<file path="config.mk">
export PLATFORM = sky130hd
export DESIGN_NAME = bus_timer
export DESIGN_NICKNAME = d
export VERILOG_FILES = /design/src/rtl/bus_timer.sv
export SDC_FILE = /design/constraint.sdc
export NUM_CORES = 1
export LEC_CHECK = 0
export ABC_AREA = 0
export ABC_CLOCK_PERIOD_IN_PS = 7200
export CELL_PAD_IN_SITES_DETAIL_PLACEMENT = 1
export CELL_PAD_IN_SITES_GLOBAL_PLACEMENT = 2
export CORE_MARGIN = 1
export CORE_UTILIZATION = 40
export CTS_BUF_LIST = sky130_fd_sc_hd__clkbuf_8
export DETAILED_ROUTE_END_ITERATION = 12
export PLACE_DENSITY_LB_ADDON = 0.1
export RECOVER_POWER = 25
export SYNTH_ARGS = -nofsm -noshare
export SYNTH_HDL_FRONTEND = slang
export SYNTH_SLANG_ARGS = --single-unit
</file>
<file path="constraint.sdc">
create_clock -name clk_i -period 7.2 [get_ports clk_i]
set_input_delay 1.44 -clock clk_i [delete_from_list [all_inputs] [get_ports clk_i]]
set_output_delay 1.44 -clock clk_i [all_outputs]
set_load 0.05 [all_outputs]
</file>
<file path="src/rtl/bus_timer.sv">
// Memory-mapped 64-bit timer (mtime/mtimecmp/ctrl) on a single-cycle-response device port.
// Optional BUS_TIMER_PRESCALER_EN adds a 16-bit prescale register at 0x14 dividing the tick rate.
module bus_timer #(
   parameter int unsigned AddressWidth = 32,
   parameter int unsigned DataWidth    = 32
) (
   input  logic                    clk_i,
   input  logic                    rst_ni,
   input  logic                    device_req_i,
   input  logic [AddressWidth-1:0] device_addr_i,
   input  logic                    device_we_i,
   input  logic [DataWidth/8-1:0]  device_be_i,
   input  logic [DataWidth-1:0]    device_wdata_i,
   output logic                    device_rvalid_o,
   output logic [DataWidth-1:0]    device_rdata_o,
   output logic                    device_err_o,
   output logic                    timer_irq_o
);

   if (DataWidth != 32) begin : g_bad_width
      $error("bus_timer supports DataWidth = 32 only");
   end

   localparam logic [2:0] ADDR_MTIME_LO    = 3'd0;
   localparam logic [2:0] ADDR_MTIME_HI    = 3'd1;
   localparam logic [2:0] ADDR_MTIMECMP_LO = 3'd2;
   localparam logic [2:0] ADDR_MTIMECMP_HI = 3'd3;
   localparam logic [2:0] ADDR_CTRL        = 3'd4;
   localparam logic [2:0] ADDR_PRESCALE    = 3'd5;

   function automatic logic [31:0] merge_be(input logic [31:0] old_val,
                                            input logic [31:0] new_val,
                                            input logic [3:0]  be);
      logic [31:0] res;
      res = old_val;
      for (int i = 0; i < 4; i++) begin
         if (be[i]) res[i*8 +: 8] = new_val[i*8 +: 8];
      end
      return res;
   endfunction

   logic [63:0] mtime_q, mtime_d, mtime_inc;
   logic [31:0] hi_shadow_q, hi_shadow_d;
   logic [63:0] cmp_q, cmp_d;
   logic [1:0]  ctrl_q, ctrl_d;
   logic        rvalid_q, rvalid_d;
   logic        err_q, err_d;
   logic [31:0] rdata_q, rdata_d;
   logic [31:0] rd_val;
   logic        tick, wr, rd, mapped;
   logic [2:0]  reg_sel;
   logic        unused_addr;

`ifdef BUS_TIMER_PRESCALER_EN
   logic [15:0] prescale_q, prescale_d;
   logic [15:0] pre_cnt_q, pre_cnt_d;
`endif

   assign reg_sel     = device_addr_i[4:2];
   assign unused_addr = ^{device_addr_i[AddressWidth-1:5], device_addr_i[1:0]};
   assign wr          = device_req_i & device_we_i;
   assign rd          = device_req_i & ~device_we_i;

   always_comb begin
`ifdef BUS_TIMER_PRESCALER_EN
      tick       = ctrl_q[0] & (pre_cnt_q == prescale_q);
      pre_cnt_d  = ctrl_q[0] ? (tick ? 16'd0 : pre_cnt_q + 16'd1) : pre_cnt_q;
      prescale_d = prescale_q;
`else
      tick       = ctrl_q[0];
`endif
      mtime_inc   = mtime_q + 64'd1;
      // Unwritten bytes of a written mtime word still take the ticked value.
      mtime_d     = tick ? mtime_inc : mtime_q;
      hi_shadow_d = hi_shadow_q;
      cmp_d       = cmp_q;
      ctrl_d      = ctrl_q;
      mapped      = 1'b1;
      rd_val      = 32'd0;
      case (reg_sel)
         ADDR_MTIME_LO: begin
            rd_val = mtime_q[31:0];
            if (wr) mtime_d[31:0] = merge_be(mtime_d[31:0], device_wdata_i, device_be_i);
            if (rd) hi_shadow_d = mtime_q[63:32];
         end
         ADDR_MTIME_HI: begin
            rd_val = hi_shadow_q;
            if (wr) mtime_d[63:32] = merge_be(mtime_d[63:32], device_wdata_i, device_be_i);
         end
         ADDR_MTIMECMP_LO: begin
            rd_val = cmp_q[31:0];
            if (wr) cmp_d[31:0] = merge_be(cmp_q[31:0], device_wdata_i, device_be_i);
         end
         ADDR_MTIMECMP_HI: begin
            rd_val = cmp_q[63:32];
            if (wr) cmp_d[63:32] = merge_be(cmp_q[63:32], device_wdata_i, device_be_i);
         end
         ADDR_CTRL: begin
            rd_val = {30'd0, ctrl_q};
            if (wr && device_be_i[0]) ctrl_d = device_wdata_i[1:0];
`ifdef BUS_TIMER_PRESCALER_EN
            if (wr) pre_cnt_d = 16'd0;
`endif
         end
`ifdef BUS_TIMER_PRESCALER_EN
         ADDR_PRESCALE: begin
            rd_val = {16'd0, prescale_q};
            if (wr) begin
               if (device_be_i[0]) prescale_d[7:0]  = device_wdata_i[7:0];
               if (device_be_i[1]) prescale_d[15:8] = device_wdata_i[15:8];
               pre_cnt_d = 16'd0;
            end
         end
`endif
         default: mapped = 1'b0;
      endcase
      rvalid_d = device_req_i;
      err_d    = device_req_i & ~mapped;
      rdata_d  = (rd && mapped) ? rd_val : 32'd0;
   end

   always_ff @(posedge clk_i or negedge rst_ni) begin
      if (!rst_ni) begin
         mtime_q     <= 64'd0;
         hi_shadow_q <= 32'd0;
         cmp_q       <= '1;
         ctrl_q      <= 2'd0;
         rvalid_q    <= 1'b0;
         err_q       <= 1'b0;
         rdata_q     <= 32'd0;
      end else begin
         mtime_q     <= mtime_d;
         hi_shadow_q <= hi_shadow_d;
         cmp_q       <= cmp_d;
         ctrl_q      <= ctrl_d;
         rvalid_q    <= rvalid_d;
         err_q       <= err_d;
         rdata_q     <= rdata_d;
      end
   end

`ifdef BUS_TIMER_PRESCALER_EN
   always_ff @(posedge clk_i or negedge rst_ni) begin
      if (!rst_ni) begin
         prescale_q <= 16'd0;
         pre_cnt_q  <= 16'd0;
      end else begin
         prescale_q <= prescale_d;
         pre_cnt_q  <= pre_cnt_d;
      end
   end
`endif

   assign device_rvalid_o = rvalid_q;
   assign device_err_o    = err_q;
   assign device_rdata_o  = rdata_q;
   // Registered-only compare keeps bus inputs off the interrupt path.
   assign timer_irq_o     = ctrl_q[1] & (mtime_q >= cmp_q);

endmodule

</file>
==> results of run 1 <==
-- stage by stage --
stage          hold slack (ps)  instance area (sq um)  utilization, %  total power, mW
2_1_floorplan              445                  10800               -             2.39
3_3_place_gp               467                  11900            45.1             2.75
3_5_place_dp               470                  11900            45.1             2.79
4_1_cts                    497                  12200            46.6             3.55
5_1_grt                    516                  12200            46.5             3.78
6_report                   494                  12200            46.5             3.51
-- layout make-up --
| type | instances | area share, % |
|---|---|---|
| multi-input cells | 822 | 43.3 |
| flip-flops and latches | 196 | 40.7 |
| inverters | 76 | 2.33 |
| clock inverters | 14 | 1.18 |
| well taps | 335 | 3.43 |
| clock buffers | 18 | 2.03 |
| repair buffers | 89 | 6.94 |
-- synth_stat cells (5+ instances only) --
cell                       number  area (sq um)
sky130_fd_sc_hd__o21ai_0       88           440
sky130_fd_sc_hd__nand3_1       42           210
sky130_fd_sc_hd__or4_1          5          37.5
sky130_fd_sc_hd__mux4_2         5           113
sky130_fd_sc_hd__nor4_1        10          62.6
sky130_fd_sc_hd__clkbuf_1      39           146
sky130_fd_sc_hd__and3_1         8          50.1
sky130_fd_sc_hd__mux2_2        29           327
sky130_fd_sc_hd__dfrtp_1      132          3300
sky130_fd_sc_hd__nand2_1      128           480
sky130_fd_sc_hd__nor3b_1        6          45.0
sky130_fd_sc_hd__and2_1         9          56.3
sky130_fd_sc_hd__ha_1          65           813
sky130_fd_sc_hd__nand4_1       35           219
sky130_fd_sc_hd__nor2_1       109           409
sky130_fd_sc_hd__mux2i_1       35           350
sky130_fd_sc_hd__nor3_1         9          45.0
sky130_fd_sc_hd__a21oi_1       87           435
sky130_fd_sc_hd__or3_1         11          68.8
sky130_fd_sc_hd__a21o_1        15           113
sky130_fd_sc_hd__xor2_1        38           333
sky130_fd_sc_hd__xnor2_1       10          87.6
sky130_fd_sc_hd__a31oi_1       10          62.6
sky130_fd_sc_hd__o22ai_1       26           163
sky130_fd_sc_hd__and4_1        11          96.3
sky130_fd_sc_hd__dfstp_2       64          1680
sky130_fd_sc_hd__inv_1         76           285
sky130_fd_sc_hd__buf_2          5          25.0
sky130_fd_sc_hd__buf_1          6          22.5
-- critical path, stage by stage (launching register included) --
cell	delay (ps)
sky130_fd_sc_hd__dfstp_2	550
sky130_fd_sc_hd__inv_1	60
sky130_fd_sc_hd__ha_1	310
sky130_fd_sc_hd__nand4_1	160
sky130_fd_sc_hd__nor4_1	770
sky130_fd_sc_hd__nand3_1	240
sky130_fd_sc_hd__a31oi_1	220
sky130_fd_sc_hd__and4b_1	210
sky130_fd_sc_hd__o211ai_1	290
sky130_fd_sc_hd__clkdlybuf4s50_1	860
-- kinds of logic after synthesis --
logic type / Yosys count
simple gates: 401
compound gates: 239
flops: 196
buf+inv: 129
mux: 69
fa+ha+maj: 65
xor+xnor: 48
-- flip-flops by register name (all words and copies together) (netlist names) --
signal,count
cmp_q,64
ctrl_q,2
device_err_o,1
device_rdata_o,32
device_rvalid_o,1
hi_shadow_q,32
mtime_q,64
-- worst max path at each step --
| stage | from | endpoint | slack (ps) |
|---|---|---|---|
| 2_1_floorplan | cmp_q[13] | timer_irq_o | 3070 |
| 3_3_place_gp | cmp_q[38] | timer_irq_o | 2140 |
| 3_5_place_dp | cmp_q[38] | timer_irq_o | 2130 |
| 4_1_cts | cmp_q[34] | timer_irq_o | 1580 |
| 5_1_grt | cmp_q[38] | timer_irq_o | 1300 |
| 6_report | cmp_q[34] | timer_irq_o | 1610 |
-- routing by layer --
layer / track usage [%] / wire length (um) / vias up
met5: 0 / 0 / -
li1: - / - / 4121
met3: 3.38 / 815 / 27
met4: 6.36 / 480 / 0
met1: 34.2 / 15800 / 4428
met2: 41.0 / 15400 / 132
-- power by group --
group / internal [mW] / switching (mW) / total (mW) / leakage, nW
Combinational: 0.479 / 0.632 / 1.11 / 2.69
Sequential: 1.41 / 0.252 / 1.66 / 2.22
Clock: 0.295 / 0.444 / 0.739 / 0.208
==> impl_results.html, run 1 <==
<table>
<tr><th>Metric</th><th>Value</th></tr>
<tr><th colspan="2">Global routing</th></tr>
<tr><td>Antenna violations before repair</td><td>0</td></tr>
<tr><td>Final global-route overflow total</td><td>0</td></tr>
<tr><td>Total routing usage reported by global routing</td><td>24.8%</td></tr>
<tr><td>Global-route wire length before repair</td><td>~53000 um</td></tr>
<tr><td>Largest net degree at the start of global routing</td><td>73</td></tr>
<tr><td>Number of global-route vias before repair</td><td>9178</td></tr>
<tr><th colspan="2">Floorplanning</th></tr>
<tr><td>Initial Util</td><td>41.0%</td></tr>
<tr><td>Area of the core region</td><td>0.0263 sq mm</td></tr>
<tr><td>Number of cell rows</td><td>59</td></tr>
<tr><td>Ports</td><td>107</td></tr>
<tr><td>Die area</td><td>0.0276 sq mm</td></tr>
<tr><td>Horizontal die dimension</td><td>166 um</td></tr>
<tr><td>Vertical extent of the die</td><td>166 um</td></tr>
<tr><th colspan="2">Worst setup path</th></tr>
<tr><td>Startpoint kind of the worst setup timing path</td><td>flop</td></tr>
<tr><td>Arrival time reported for the critical path endpoint</td><td>4150 ps</td></tr>
<tr><td>Register-to-register setup slack</td><td>4200 ps</td></tr>
<tr><td>Critical R2R Launch</td><td>mtime_q[23]</td></tr>
<tr><td>Required @ worst endpoint</td><td>roughly 5800 ps</td></tr>
<tr><td>Cell count of the worst reg-to-reg path</td><td>6</td></tr>
<tr><td>CP Max Fanout</td><td>3</td></tr>
<tr><td>Startpoint-to-endpoint class of the critical path</td><td>reg -&gt; out</td></tr>
<tr><td>Critical Path End Type</td><td>output pin</td></tr>
<tr><td>Destination of the worst register-to-register timing path</td><td>mtime_q[60]</td></tr>
<tr><th colspan="2">STA</th></tr>
<tr><td>Max-slew headroom</td><td>-172%</td></tr>
<tr><td>Post-route worst setup slack</td><td>1610 ps</td></tr>
<tr><td>Final total negative setup slack</td><td>0 ps</td></tr>
<tr><td>Setup repair after global routing missed its margin</td><td>false</td></tr>
<tr><td>FMAX</td><td>179 MHz</td></tr>
<tr><td>Final cycle utilization of the critical path</td><td>77.7%</td></tr>
<tr><td>Final count of hold timing violations</td><td>0</td></tr>
<tr><td>Crit path time final</td><td>5590 ps</td></tr>
<tr><td>Number of setup violations in the final report</td><td>0</td></tr>
<tr><td>Least-Margin Pin Slew</td><td>4080 ps</td></tr>
<tr><td>Final Skew</td><td>roughly 21 ps</td></tr>
<tr><td>Slew Viols, Final</td><td>73</td></tr>
<tr><th colspan="2">Clock network</th></tr>
<tr><td>Post-CTS clock slew at the launch and capture registers of the worst setup and hold paths</td><td>110 ps</td></tr>
<tr><td>Max Buffers Root-to-Sink</td><td>2</td></tr>
<tr><td>H-Tree Level Count</td><td>4</td></tr>
<tr><td>Insertion delay to the later sink of the worst-skew pair</td><td>about 480 ps</td></tr>
<tr><td>Clock tree from TritonCTS</td><td>yes</td></tr>
<tr><td>Post-CTS Hold Fix Bufs</td><td>0</td></tr>
<tr><td>Buffers inserted during post-CTS setup optimization</td><td>0</td></tr>
<tr><td>CTS sink count</td><td>196</td></tr>
<tr><td>Root Driver</td><td>sky130_fd_sc_hd__clkbuf_8</td></tr>
<tr><td># resized after CTS</td><td>0</td></tr>
<tr><td>Total clock buffers created by CTS</td><td>17</td></tr>
<tr><th colspan="2">Hold path</th></tr>
<tr><td>Worst hold-check path type</td><td>reg -&gt; reg</td></tr>
<tr><td>Hold depth</td><td>2</td></tr>
<tr><td>Worst min-delay path endpoint</td><td>hi_shadow_q[22]</td></tr>
<tr><td>Start point of the worst hold path</td><td>hi_shadow_q[22]</td></tr>
<tr><th colspan="2">Synth</th></tr>
<tr><td>Flop and latch count out of synthesis</td><td>196</td></tr>
<tr><td>Arithmetic-cell share of the synthesized area counting full adders, half adders and majority gates</td><td>7.54%</td></tr>
<tr><td>EDFF count, synth</td><td>0</td></tr>
<tr><td>Xor/xnor share of the synthesized area</td><td>3.90%</td></tr>
<tr><td>Number of nets produced by synthesis</td><td>1284</td></tr>
<tr><td>Flip-flop cell with the highest count after synthesis</td><td>sky130_fd_sc_hd__dfrtp_1</td></tr>
<tr><td>Simple-gate share of the synthesized area</td><td>18.1%</td></tr>
<tr><td>Multiplexer share of the synthesized area</td><td>7.32%</td></tr>
<tr><td>Distinct cell type count after synthesis</td><td>53</td></tr>
<tr><td>Post-synthesis sequential area ratio</td><td>46.2%</td></tr>
<tr><td>Compound-Gate Fraction of Synth Area</td><td>approximately 12%</td></tr>
<tr><td>Netlist area before placement</td><td>0.0108 sq mm</td></tr>
<tr><td>Yosys synthesis warning count</td><td>0</td></tr>
<tr><td>Average footprint of a synthesized cell</td><td>around 9.4 sq um</td></tr>
<tr><td>Dominant combinational cell family by area after synthesis</td><td>simple AND/OR/NAND/NOR gates</td></tr>
<tr><td>Gate count of the mapped netlist</td><td>1147</td></tr>
<tr><td>Post-synthesis async set-or-reset flop share</td><td>100%</td></tr>
<tr><th colspan="2">Placement</th></tr>
<tr><td>Buffers on Ports</td><td>between 70 and 80</td></tr>
<tr><td>Sum of net half-perimeters after detailed placement</td><td>roughly 23000 um</td></tr>
<tr><td>Worst slack at placement</td><td>2130 ps</td></tr>
<tr><td>GPL Wtd Cong</td><td>0.799</td></tr>
<tr><td># placed instances</td><td>roughly 1500</td></tr>
<tr><th colspan="2">Routing</th></tr>
<tr><td>Remaining DRCs</td><td>4</td></tr>
<tr><td>Detail-routed via count per cell</td><td>5.62</td></tr>
<tr><td>Antenna viol nets, final</td><td>0</td></tr>
<tr><td>Detailed-route wire length per cell</td><td>about 21 um</td></tr>
<tr><td>Number of optimization iterations in the first detailed-route pass</td><td>9</td></tr>
<tr><td>Wire length after detailed routing</td><td>32500 um</td></tr>
<tr><td>Total via count after detailed routing</td><td>8708</td></tr>
<tr><td>Initial detailed-routing violation count</td><td>roughly 530</td></tr>
<tr><th colspan="2">Job</th></tr>
<tr><td>Number of max-cap violations</td><td>1</td></tr>
<tr><th colspan="2">Power</th></tr>
<tr><td>Maximum vdd ir drop</td><td>0.115 mV</td></tr>
<tr><td>Pwr/cell area</td><td>287 mW/mm^2</td></tr>
<tr><td>Total leakage power</td><td>5.12 nW</td></tr>
<tr><th colspan="2">Cells and area</th></tr>
<tr><td>Most frequent cells in the layout</td><td>132 x sky130_fd_sc_hd__dfrtp_1, 128 x sky130_fd_sc_hd__nand2_1, 109 x sky130_fd_sc_hd__nor2_1</td></tr>
<tr><td>Fraction of final layout cells with drive strength greater than 1</td><td>approximately an eighth</td></tr>
<tr><td>Layout Nets</td><td>1339</td></tr>
<tr><td>Number of antenna diodes</td><td>0</td></tr>
<tr><td>Count of filler cells inserted in the layout</td><td>3019</td></tr>
<tr><td>Area taken by flip-flops and latches</td><td>0.00498 sq mm</td></tr>
<tr><td>Synthesis-to-finish area growth</td><td>13.4%</td></tr>
<tr><td>Multi-input logic area</td><td>about 0.0053 sq mm</td></tr>
<tr><td>Most frequent standard cell in the layout excluding fill and tap cells</td><td>sky130_fd_sc_hd__dfrtp_1</td></tr>
<tr><td>Finished Layout Cells</td><td>approximately 1600</td></tr>
<tr><th colspan="2">Outcome</th></tr>
<tr><td>Outcome</td><td>complete, but fails checks</td></tr>
<tr><td>Failing checks</td><td>DRC, capacitance limit, slew limit</td></tr>
</table>
Power figures use the tool's default switching activity.
==> inputs of run 2 (changes only) <==
--- a/config.mk
+++ b/config.mk
@@ -6,11 +6,11 @@
 export NUM_CORES = 1
 export LEC_CHECK = 0
 export ABC_AREA = 0
-export ABC_CLOCK_PERIOD_IN_PS = 7200
+export ABC_CLOCK_PERIOD_IN_PS = 5100
 export CELL_PAD_IN_SITES_DETAIL_PLACEMENT = 1
 export CELL_PAD_IN_SITES_GLOBAL_PLACEMENT = 2
 export CORE_MARGIN = 1
-export CORE_UTILIZATION = 40
+export CORE_UTILIZATION = 34
 export CTS_BUF_LIST = sky130_fd_sc_hd__clkbuf_8
 export DETAILED_ROUTE_END_ITERATION = 12
 export PLACE_DENSITY_LB_ADDON = 0.1
==> constraint.sdc (replaced) <==
create_clock -name clk_i -period 5.1 [get_ports clk_i]
set_input_delay 1.02 -clock clk_i [delete_from_list [all_inputs] [get_ports clk_i]]
set_output_delay 1.02 -clock clk_i [all_outputs]
set_load 0.05 [all_outputs]
==> impl_results.html, run 2 (synthesized netlist as in run 1, its figures left out) <==
<table>
<tr><th>Metric</th><th>Value</th></tr>
<tr><th colspan="2">Worst setup path</th></tr>
<tr><td>Sequence of cells on the critical path</td><td>inv_1 &gt; ha_1 &gt; and4_1 &gt; nand2_1 &gt; or4_1 &gt; a31oi_1 &gt; and4b_1 &gt; o211ai_1 &gt; dlymetal6s2s_1 (was inv_1 &gt; ha_1 &gt; nand4_1 &gt; nor4_1 &gt; nand3_1 &gt; a31oi_1 &gt; and4b_1 &gt; o211ai_1 &gt; clkdlybuf4s50_1)</td></tr>
<tr><td>Cell count of the worst reg-to-reg path</td><td>6 (unchanged)</td></tr>
<tr><td>Startpoint kind of the worst setup timing path</td><td>flop (unchanged)</td></tr>
<tr><td>Register-to-register setup slack</td><td>2110 ps (was 4200 ps)</td></tr>
<tr><td>Largest incremental delay on the critical path</td><td>590 ps (was 860 ps)</td></tr>
<tr><td>Startpoint-to-endpoint class of the critical path</td><td>reg -&gt; out (unchanged)</td></tr>
<tr><td>CP Max Fanout</td><td>3 (unchanged)</td></tr>
<tr><td>Destination of the worst register-to-register timing path</td><td>mtime_q[59] (was mtime_q[60])</td></tr>
<tr><td>Arrival time reported for the critical path endpoint</td><td>3590 ps (was 4150 ps)</td></tr>
<tr><td>Slowest stage cell on the critical path</td><td>sky130_fd_sc_hd__or4_1 (was sky130_fd_sc_hd__clkdlybuf4s50_1)</td></tr>
<tr><td>Critical Path End Type</td><td>output pin (unchanged)</td></tr>
<tr><td>Launch point of the critical path</td><td>cmp_q[15] (was cmp_q[34])</td></tr>
<tr><td>Critical R2R Launch</td><td>mtime_q[14] (was mtime_q[23])</td></tr>
<tr><td>Required @ worst endpoint</td><td>4080 ps (was 5760 ps)</td></tr>
<tr><th colspan="2">Hold path</th></tr>
<tr><td>Worst min-delay path endpoint</td><td>hi_shadow_q[25] (was hi_shadow_q[22])</td></tr>
<tr><td>Worst hold-check path type</td><td>reg -&gt; reg (unchanged)</td></tr>
<tr><td>Hold depth</td><td>2 (unchanged)</td></tr>
<tr><td>Start point of the worst hold path</td><td>hi_shadow_q[25] (was hi_shadow_q[22])</td></tr>
<tr><th colspan="2">Placement</th></tr>
<tr><td># placed instances</td><td>1591 (was 1518)</td></tr>
<tr><td>Sum of net half-perimeters after detailed placement</td><td>24600 um (was 23100 um)</td></tr>
<tr><td>GPL Wtd Cong</td><td>0.797 (was 0.799)</td></tr>
<tr><td>Buffers on Ports</td><td>77 (unchanged)</td></tr>
<tr><td>Worst slack at placement</td><td>536 ps (was 2130 ps)</td></tr>
<tr><td>Area post-placement</td><td>0.0120 sq mm (was 0.0119 sq mm)</td></tr>
<tr><th colspan="2">STA</th></tr>
<tr><td>Final cycle utilization of the critical path</td><td>90.4%</td></tr>
<tr><td>Post-route worst setup slack</td><td>489 ps (was 1610 ps)</td></tr>
<tr><td>Max-slew headroom</td><td>-155% (was -172%)</td></tr>
<tr><td>Final count of hold timing violations</td><td>0 (unchanged)</td></tr>
<tr><td>Setup repair after global routing missed its margin</td><td>false (unchanged)</td></tr>
<tr><td>FMAX</td><td>217 MHz</td></tr>
<tr><td>Least-Margin Pin Slew</td><td>3830 ps (was 4080 ps)</td></tr>
<tr><td>Slew Viols, Final</td><td>78 (was 73)</td></tr>
<tr><td>Number of setup violations in the final report</td><td>0 (unchanged)</td></tr>
<tr><td>Final total negative setup slack</td><td>0 ps (unchanged)</td></tr>
<tr><td>Final Skew</td><td>12.7 ps (was 21.4 ps)</td></tr>
<tr><td>Worst hold margin</td><td>495 ps (was 494 ps)</td></tr>
<tr><td>Crit path time final</td><td>4610 ps</td></tr>
<tr><th colspan="2">Cells and area</th></tr>
<tr><td>Number of antenna diodes</td><td>0 (unchanged)</td></tr>
<tr><td>Final design instance area without fill</td><td>0.0124 sq mm (was 0.0122 sq mm)</td></tr>
<tr><td>Most frequent standard cell in the layout excluding fill and tap cells</td><td>sky130_fd_sc_hd__dfrtp_1 (unchanged)</td></tr>
<tr><td>Fraction of final layout cells with drive strength greater than 1</td><td>13.5% (was 12.8%)</td></tr>
<tr><td>Finished Layout Cells</td><td>1623 (was 1550)</td></tr>
<tr><td>Area taken by flip-flops and latches</td><td>0.00498 sq mm (unchanged)</td></tr>
<tr><td>Utilization of the core after routing</td><td>40.2% (was 46.5%)</td></tr>
<tr><td>Registers with the most flip-flops</td><td>cmp_q x64, mtime_q x64 (unchanged)</td></tr>
<tr><td>Multi-input logic area</td><td>0.00532 sq mm (was 0.00530 sq mm)</td></tr>
<tr><td>Most frequent cells in the layout</td><td>132 x sky130_fd_sc_hd__dfrtp_1, 128 x sky130_fd_sc_hd__nand2_1, 109 x sky130_fd_sc_hd__nor2_1 (unchanged)</td></tr>
<tr><td>Count of filler cells inserted in the layout</td><td>3566 (was 3019)</td></tr>
<tr><td>Layout Nets</td><td>1351 (was 1339)</td></tr>
<tr><td>Synthesis-to-finish area growth</td><td>15.1% (was 13.4%)</td></tr>
<tr><th colspan="2">Power</th></tr>
<tr><td>Total leakage power</td><td>5.22 nW (was 5.12 nW)</td></tr>
<tr><td>Pwr/cell area</td><td>401 mW/mm^2 (was 287 mW/mm^2)</td></tr>
<tr><td>Maximum vdd ir drop</td><td>0.242 mV (was 0.115 mV)</td></tr>
<tr><td>Overall power of the completed layout</td><td>4.98 mW (was 3.51 mW)</td></tr>
<tr><th colspan="2">Clock network</th></tr>
<tr><td>Insertion delay to the later sink of the worst-skew pair</td><td>500 ps (was 480 ps)</td></tr>
<tr><td>Max Buffers Root-to-Sink</td><td>2 (unchanged)</td></tr>
<tr><td>Total clock buffers created by CTS</td><td>17 (unchanged)</td></tr>
<tr><td>H-Tree Level Count</td><td>4 (unchanged)</td></tr>
<tr><td>Root Driver</td><td>sky130_fd_sc_hd__clkbuf_8 (unchanged)</td></tr>
<tr><td>CTS sink count</td><td>196 (unchanged)</td></tr>
<tr><td>Post-CTS clock slew at the launch and capture registers of the worst setup and hold paths</td><td>100 ps (was 110 ps)</td></tr>
<tr><td>Clock tree from TritonCTS</td><td>yes (unchanged)</td></tr>
<tr><td>Buffers inserted during post-CTS setup optimization</td><td>0 (unchanged)</td></tr>
<tr><td>Post-CTS Hold Fix Bufs</td><td>0 (unchanged)</td></tr>
<tr><th colspan="2">Floorplanning</th></tr>
<tr><td>Ports</td><td>107 (unchanged)</td></tr>
<tr><td>Initial Util</td><td>34.9% (was 41.0%)</td></tr>
<tr><td>Die area</td><td>0.0324 sq mm (was 0.0276 sq mm)</td></tr>
<tr><td>Horizontal die dimension</td><td>180 um (was 166 um)</td></tr>
<tr><td>Number of cell rows</td><td>64 (was 59)</td></tr>
<tr><td>Vertical extent of the die</td><td>180 um (was 166 um)</td></tr>
<tr><td>Area of the core region</td><td>0.0309 sq mm (was 0.0263 sq mm)</td></tr>
<tr><th colspan="2">Outcome</th></tr>
<tr><td>Outcome</td><td>complete, but fails checks (unchanged)</td></tr>
<tr><td>Failing checks</td><td>capacitance limit, slew limit (was DRC, capacitance limit, slew limit)</td></tr>
<tr><th colspan="2">Routing</th></tr>
<tr><td>Antenna viol nets, final</td><td>0 (unchanged)</td></tr>
<tr><td>Remaining DRCs</td><td>0 (was 4)</td></tr>
<tr><td>Highest layer used for signal routing</td><td>met4 (unchanged)</td></tr>
<tr><td>Total via count after detailed routing</td><td>8659 (was 8708)</td></tr>
<tr><td>Met3 layer wire length in the routed design</td><td>909 um (was 815 um)</td></tr>
<tr><td>Initial detailed-routing violation count</td><td>438 (was 534)</td></tr>
<tr><td>WL met1</td><td>16900 um (was 15800 um)</td></tr>
<tr><td>Wire length after detailed routing</td><td>34100 um (was 32500 um)</td></tr>
<tr><td>Wire length on met2</td><td>15900 um (was 15400 um)</td></tr>
<tr><td>Detail-routed via count per cell</td><td>5.34 (was 5.62)</td></tr>
<tr><td>Detailed-route wire length per cell</td><td>21.0 um (about the same)</td></tr>
<tr><td>Number of optimization iterations in the first detailed-route pass</td><td>5 (was 9)</td></tr>
<tr><th colspan="2">Job</th></tr>
<tr><td>Number of max-cap violations</td><td>1 (unchanged)</td></tr>
<tr><th colspan="2">Global routing</th></tr>
<tr><td>Number of global-route vias before repair</td><td>8919 (was 9178)</td></tr>
<tr><td>Total routing usage reported by global routing</td><td>21.7% (was 24.8%)</td></tr>
<tr><td>Final global-route overflow total</td><td>0 (unchanged)</td></tr>
<tr><td>Global-route wire length before repair</td><td>53500 um (was 52700 um)</td></tr>
<tr><td>Antenna violations before repair</td><td>0 (unchanged)</td></tr>
<tr><td>Largest net degree at the start of global routing</td><td>78 (was 73)</td></tr>
</table>
run 2: final cells by class:
type                    instances  share of cell area (%)
inverters                      76                    2.30
multi-input cells             822                    42.8
clock buffers                  19                    2.11
flip-flops and latches        196                    40.2
well taps                     396                    3.99
clock inverters                13                   0.958
repair buffers                101                    7.66
run 2: how the worst max path moves through the flow:
stage / end / slack (ps) / depth (start not counted)
floorplan: timer_irq_o / 1390 / 8
global placement: timer_irq_o / 640 / 9
detailed placement: timer_irq_o / 540 / 9
CTS: timer_irq_o / 20 / 9
global route: mtime_q[28] / 360 / 1
finish: timer_irq_o / 490 / 9
run 2: critical path: cells and delay by family (launching register included):
| family | cells | cell delay, ps |
|---|---|---|
| fa+ha+maj | 1 | 310 |
| compound gates | 2 | 520 |
| flops | 1 | 530 |
| buf+inv | 2 | 540 |
| simple gates | 4 | 1200 |
run 2: where the power goes:
part	switching (mW)	internal (mW)	total (mW)
clock network	0.589	0.452	1.04
logic	0.909	0.687	1.60
registers	0.353	1.99	2.34
total	1.85	3.13	4.98
run 2: metal layers:
metal  vias to the layer above  GRT usage [%]
li1                       4146              -
met4                         0           5.03
met5                         -              0
met1                      4387           30.5
met3                        19           3.62
met2                       107           35.1
run 2: timing repair:
action / in CTS / in global routing
setup endpoints to repair: 1 / 1
gates resized for setup: 1 / 1
cloned: 0 / 0
==> inputs of run 3 (changes only) <==
--- a/config.mk
+++ b/config.mk
@@ -7,14 +7,17 @@
 export LEC_CHECK = 0
 export ABC_AREA = 0
 export ABC_CLOCK_PERIOD_IN_PS = 5100
+export CAP_MARGIN = 10
 export CELL_PAD_IN_SITES_DETAIL_PLACEMENT = 1
 export CELL_PAD_IN_SITES_GLOBAL_PLACEMENT = 2
+export CORE_ASPECT_RATIO = 1.4
 export CORE_MARGIN = 1
 export CORE_UTILIZATION = 34
 export CTS_BUF_LIST = sky130_fd_sc_hd__clkbuf_8
 export DETAILED_ROUTE_END_ITERATION = 12
 export PLACE_DENSITY_LB_ADDON = 0.1
 export RECOVER_POWER = 25
+export REMOVE_ABC_BUFFERS = 1
 export SYNTH_ARGS = -nofsm -noshare
 export SYNTH_HDL_FRONTEND = slang
 export SYNTH_SLANG_ARGS = --single-unit
==> impl_results.html, run 3 (synthesized netlist as in run 1, its figures left out) <==
<table>
<tr><th>Metric</th><th>Value</th></tr>
<tr><th colspan="2">Hold path</th></tr>
<tr><td>Hold depth</td><td>2 (unchanged)</td></tr>
<tr><td>Worst hold-check path type</td><td>reg -&gt; reg (unchanged)</td></tr>
<tr><th colspan="2">Clock network</th></tr>
<tr><td>Post-CTS Hold Fix Bufs</td><td>0 (unchanged)</td></tr>
<tr><td>Max Buffers Root-to-Sink</td><td>2 (unchanged)</td></tr>
<tr><td>Root Driver</td><td>sky130_fd_sc_hd__clkbuf_8 (unchanged)</td></tr>
<tr><td>Clock tree from TritonCTS</td><td>yes (unchanged)</td></tr>
<tr><td>Total clock buffers created by CTS</td><td>17 (unchanged)</td></tr>
<tr><td># resized after CTS</td><td>0 (was 1)</td></tr>
<tr><td>Post-CTS clock slew at the launch and capture registers of the worst setup and hold paths</td><td>100 ps (about the same)</td></tr>
<tr><td>H-Tree Level Count</td><td>4 (unchanged)</td></tr>
<tr><td>CTS sink count</td><td>196 (unchanged)</td></tr>
<tr><td>Insertion delay to the later sink of the worst-skew pair</td><td>510 ps (was 500 ps)</td></tr>
<tr><td>Buffers inserted during post-CTS setup optimization</td><td>0 (unchanged)</td></tr>
<tr><th colspan="2">Worst setup path</th></tr>
<tr><td>Arrival time reported for the critical path endpoint</td><td>3900 ps (was 3590 ps)</td></tr>
<tr><td>Critical Path End Type</td><td>output pin (unchanged)</td></tr>
<tr><td>Startpoint-to-endpoint class of the critical path</td><td>reg -&gt; out (unchanged)</td></tr>
<tr><td>Startpoint kind of the worst setup timing path</td><td>flop (unchanged)</td></tr>
<tr><td>Sequence of cells on the critical path</td><td>inv_1 &gt; ha_1 &gt; and4_1 &gt; nand2_1 &gt; or4_1 &gt; a31oi_1 &gt; and4b_1 &gt; o211ai_1 &gt; clkdlybuf4s50_1 (was inv_1 &gt; ha_1 &gt; and4_1 &gt; nand2_1 &gt; or4_1 &gt; a31oi_1 &gt; and4b_1 &gt; o211ai_1 &gt; dlymetal6s2s_1)</td></tr>
<tr><td>CP Max Fanout</td><td>3 (unchanged)</td></tr>
<tr><td>Slowest stage cell on the critical path</td><td>sky130_fd_sc_hd__clkdlybuf4s50_1 (was sky130_fd_sc_hd__or4_1)</td></tr>
<tr><td>Largest incremental delay on the critical path</td><td>860 ps (was 590 ps)</td></tr>
<tr><td>Required @ worst endpoint</td><td>4080 ps (about the same)</td></tr>
<tr><td>Cell count of the worst reg-to-reg path</td><td>6 (unchanged)</td></tr>
<tr><th colspan="2">Routing</th></tr>
<tr><td>Detail-routed via count per cell</td><td>5.30 (was 5.34)</td></tr>
<tr><td>Detailed-route wire length per cell</td><td>20.6 um (was 21.0 um)</td></tr>
<tr><td>Initial detailed-routing violation count</td><td>308 (was 438)</td></tr>
<tr><td>Remaining DRCs</td><td>8 (was 0)</td></tr>
<tr><td>Total via count after detailed routing</td><td>8555 (was 8659)</td></tr>
<tr><td>Wire length after detailed routing</td><td>33300 um (was 34100 um)</td></tr>
<tr><td>Number of optimization iterations in the first detailed-route pass</td><td>10 (was 5)</td></tr>
<tr><td>Antenna viol nets, final</td><td>0 (unchanged)</td></tr>
<tr><th colspan="2">Global routing</th></tr>
<tr><td>Antenna violations before repair</td><td>0 (unchanged)</td></tr>
<tr><td>Largest net degree at the start of global routing</td><td>92 (was 78)</td></tr>
<tr><td>Number of global-route vias before repair</td><td>9098 (was 8919)</td></tr>
<tr><td>Total routing usage reported by global routing</td><td>21.6% (was 21.7%)</td></tr>
<tr><td>Global-route wire length before repair</td><td>52500 um (was 53500 um)</td></tr>
<tr><td>Final global-route overflow total</td><td>0 (unchanged)</td></tr>
<tr><th colspan="2">STA</th></tr>
<tr><td>Slew Viols, Final</td><td>126 (was 78)</td></tr>
<tr><td>Number of setup violations in the final report</td><td>0 (unchanged)</td></tr>
<tr><td>Crit path time final</td><td>4920 ps (was 4610 ps)</td></tr>
<tr><td>Final count of hold timing violations</td><td>0 (unchanged)</td></tr>
<tr><td>Least-Margin Pin Slew</td><td>2400 ps (was 3830 ps)</td></tr>
<tr><td>Final cycle utilization of the critical path</td><td>96.4% (was 90.4%)</td></tr>
<tr><td>Final total negative setup slack</td><td>0 ps (unchanged)</td></tr>
<tr><td>FMAX</td><td>203 MHz (was 217 MHz)</td></tr>
<tr><td>Final Skew</td><td>16.8 ps (was 12.7 ps)</td></tr>
<tr><td>Max-slew headroom</td><td>-60.3% (was -155%)</td></tr>
<tr><td>Setup repair after global routing missed its margin</td><td>false (unchanged)</td></tr>
<tr><th colspan="2">Power</th></tr>
<tr><td>Net Sw Frac</td><td>36.6% (was 37.2%)</td></tr>
<tr><td>Total leakage power</td><td>5.18 nW (was 5.22 nW)</td></tr>
<tr><td>Clk pwr share</td><td>20.5% (was 20.9%)</td></tr>
<tr><td>Pwr/cell area</td><td>398 mW/mm^2 (was 401 mW/mm^2)</td></tr>
<tr><td>Internal Dissipation</td><td>3.11 mW (was 3.13 mW)</td></tr>
<tr><td>Net Sw Power</td><td>1.80 mW (was 1.85 mW)</td></tr>
<tr><td>Sequential share of power</td><td>47.9% (was 47.1%)</td></tr>
<tr><td>Maximum vdd ir drop</td><td>0.158 mV (was 0.242 mV)</td></tr>
<tr><td>Combinational fraction of design power</td><td>31.7% (was 32.0%)</td></tr>
<tr><th colspan="2">Floorplanning</th></tr>
<tr><td>Number of cell rows</td><td>76 (was 64)</td></tr>
<tr><td>Vertical extent of the die</td><td>213 um (was 180 um)</td></tr>
<tr><td>Die area</td><td>0.0325 sq mm (was 0.0324 sq mm)</td></tr>
<tr><td>Area of the core region</td><td>0.0310 sq mm (was 0.0309 sq mm)</td></tr>
<tr><td>Horizontal die dimension</td><td>153 um (was 180 um)</td></tr>
<tr><td>Ports</td><td>107 (unchanged)</td></tr>
<tr><td>Initial Util</td><td>34.8% (was 34.9%)</td></tr>
<tr><th colspan="2">Cells and area</th></tr>
<tr><td>Most frequent cells in the layout</td><td>132 x sky130_fd_sc_hd__dfrtp_1, 128 x sky130_fd_sc_hd__nand2_1, 109 x sky130_fd_sc_hd__nor2_1 (unchanged)</td></tr>
<tr><td>Fraction of final layout cells with drive strength greater than 1</td><td>13.0% (was 13.5%)</td></tr>
<tr><td>Synthesis-to-finish area growth</td><td>14.5% (was 15.1%)</td></tr>
<tr><td>Most frequent standard cell in the layout excluding fill and tap cells</td><td>sky130_fd_sc_hd__dfrtp_1 (unchanged)</td></tr>
<tr><td>Count of filler cells inserted in the layout</td><td>3594 (was 3566)</td></tr>
<tr><td>Finished Layout Cells</td><td>1615 (was 1623)</td></tr>
<tr><td>Registers with the most flip-flops</td><td>cmp_q x64, mtime_q x64 (unchanged)</td></tr>
<tr><td>Layout Nets</td><td>1348 (was 1351)</td></tr>
<tr><th colspan="2">Placement</th></tr>
<tr><td># placed instances</td><td>1582 (was 1591)</td></tr>
<tr><td>Sum of net half-perimeters after detailed placement</td><td>24500 um (was 24600 um)</td></tr>
<tr><td>Buffers on Ports</td><td>77 (unchanged)</td></tr>
<tr><td>GPL Wtd Cong</td><td>0.774 (was 0.797)</td></tr>
<tr><th colspan="2">Job</th></tr>
<tr><td>Number of max-cap violations</td><td>2 (was 1)</td></tr>
<tr><th colspan="2">Outcome</th></tr>
<tr><td>Failing checks</td><td>DRC, capacitance limit, slew limit (was capacitance limit, slew limit)</td></tr>
<tr><td>Outcome</td><td>complete, but fails checks (unchanged)</td></tr>
</table>
run 3: cell types whose count changed in the layout (fill, tap and decap cells not counted), moves of 3 or more:
| cell | delta |
|---|---|
| sky130_fd_sc_hd__inv_1 | +3 |
| sky130_fd_sc_hd__buf_4 | -4 |
| sky130_fd_sc_hd__clkinv_2 | -3 |
| sky130_fd_sc_hd__clkbuf_8 | +3 |
run 3: area by class of cell:
class / instances / area (sq um) / share of cell area, %
multi-input combinational: 822 / 5300 / 42.9
sequential: 196 / 4980 / 40.4
timing repair buffer: 98 / 915 / 7.41
tap: 390 / 488 / 3.95
clock buffer: 22 / 303 / 2.45
inverter: 76 / 285 / 2.31
clock inverter: 10 / 68.8 / 0.557
antenna: 1 / 2.50 / 0.0203
run 3: routing by layer:
layer | routed length [um] | GRT usage [%] | vias to the layer above
li1 | - | - | 4137
met1 | 14900 | 26.9 | 4258
met2 | 16900 | 38.4 | 118
met3 | 749 | 2.44 | 42
met4 | 763 | 8.12 | 0
met5 | 0 | 0 | -
run 3: power groups by stage:
stage	combinational, mW	sequential (mW)	clock, mW
after global placement	1.53	2.37	0
after global routing	1.77	2.41	1.09
final	1.56	2.35	1.01
after CTS	1.59	2.35	1.04
after detailed placement	1.58	2.38	0
after floorplan	1.06	2.29	0
run 3: per-stage QoR:
step           hold slack, ps  util [%]  power (mW)  setup slack (ps)  cell area (sq um)
2_1_floorplan             445         -        3.35               570              10600
5_1_grt                   502      39.8        5.27              7.99              12300
3_5_place_dp              469      38.7        3.96               709              12000
3_3_place_gp              457      38.7        3.90               704              12000
4_1_cts                   492      39.9        4.98               111              12400
6_report                  486      39.8        4.91               182              12300
run 3: path summary, 6_finish.rpt:
kind	from	to	slack [ps]
worst max-delay path	cmp_q[13]	timer_irq_o	180
worst min-delay path	hi_shadow_q[27]	hi_shadow_q[27]	490
worst max register to register	mtime_q[13]	mtime_q[57]	2250
worst min register to register	hi_shadow_q[27]	hi_shadow_q[27]	490
max in group asynchronous	rst_ni	hi_shadow_q[17]	1210
min in group asynchronous	rst_ni	mtime_q[12]	1210
run 3: critical path: cells and delay by family (launching register included):
family	cells	cell delay (ps)
AOI/OAI and AO/OA	2	480
buffers and inverters	2	920
and+or+nand+nor	4	1150
DFF	1	530
adders and majority gates	1	300
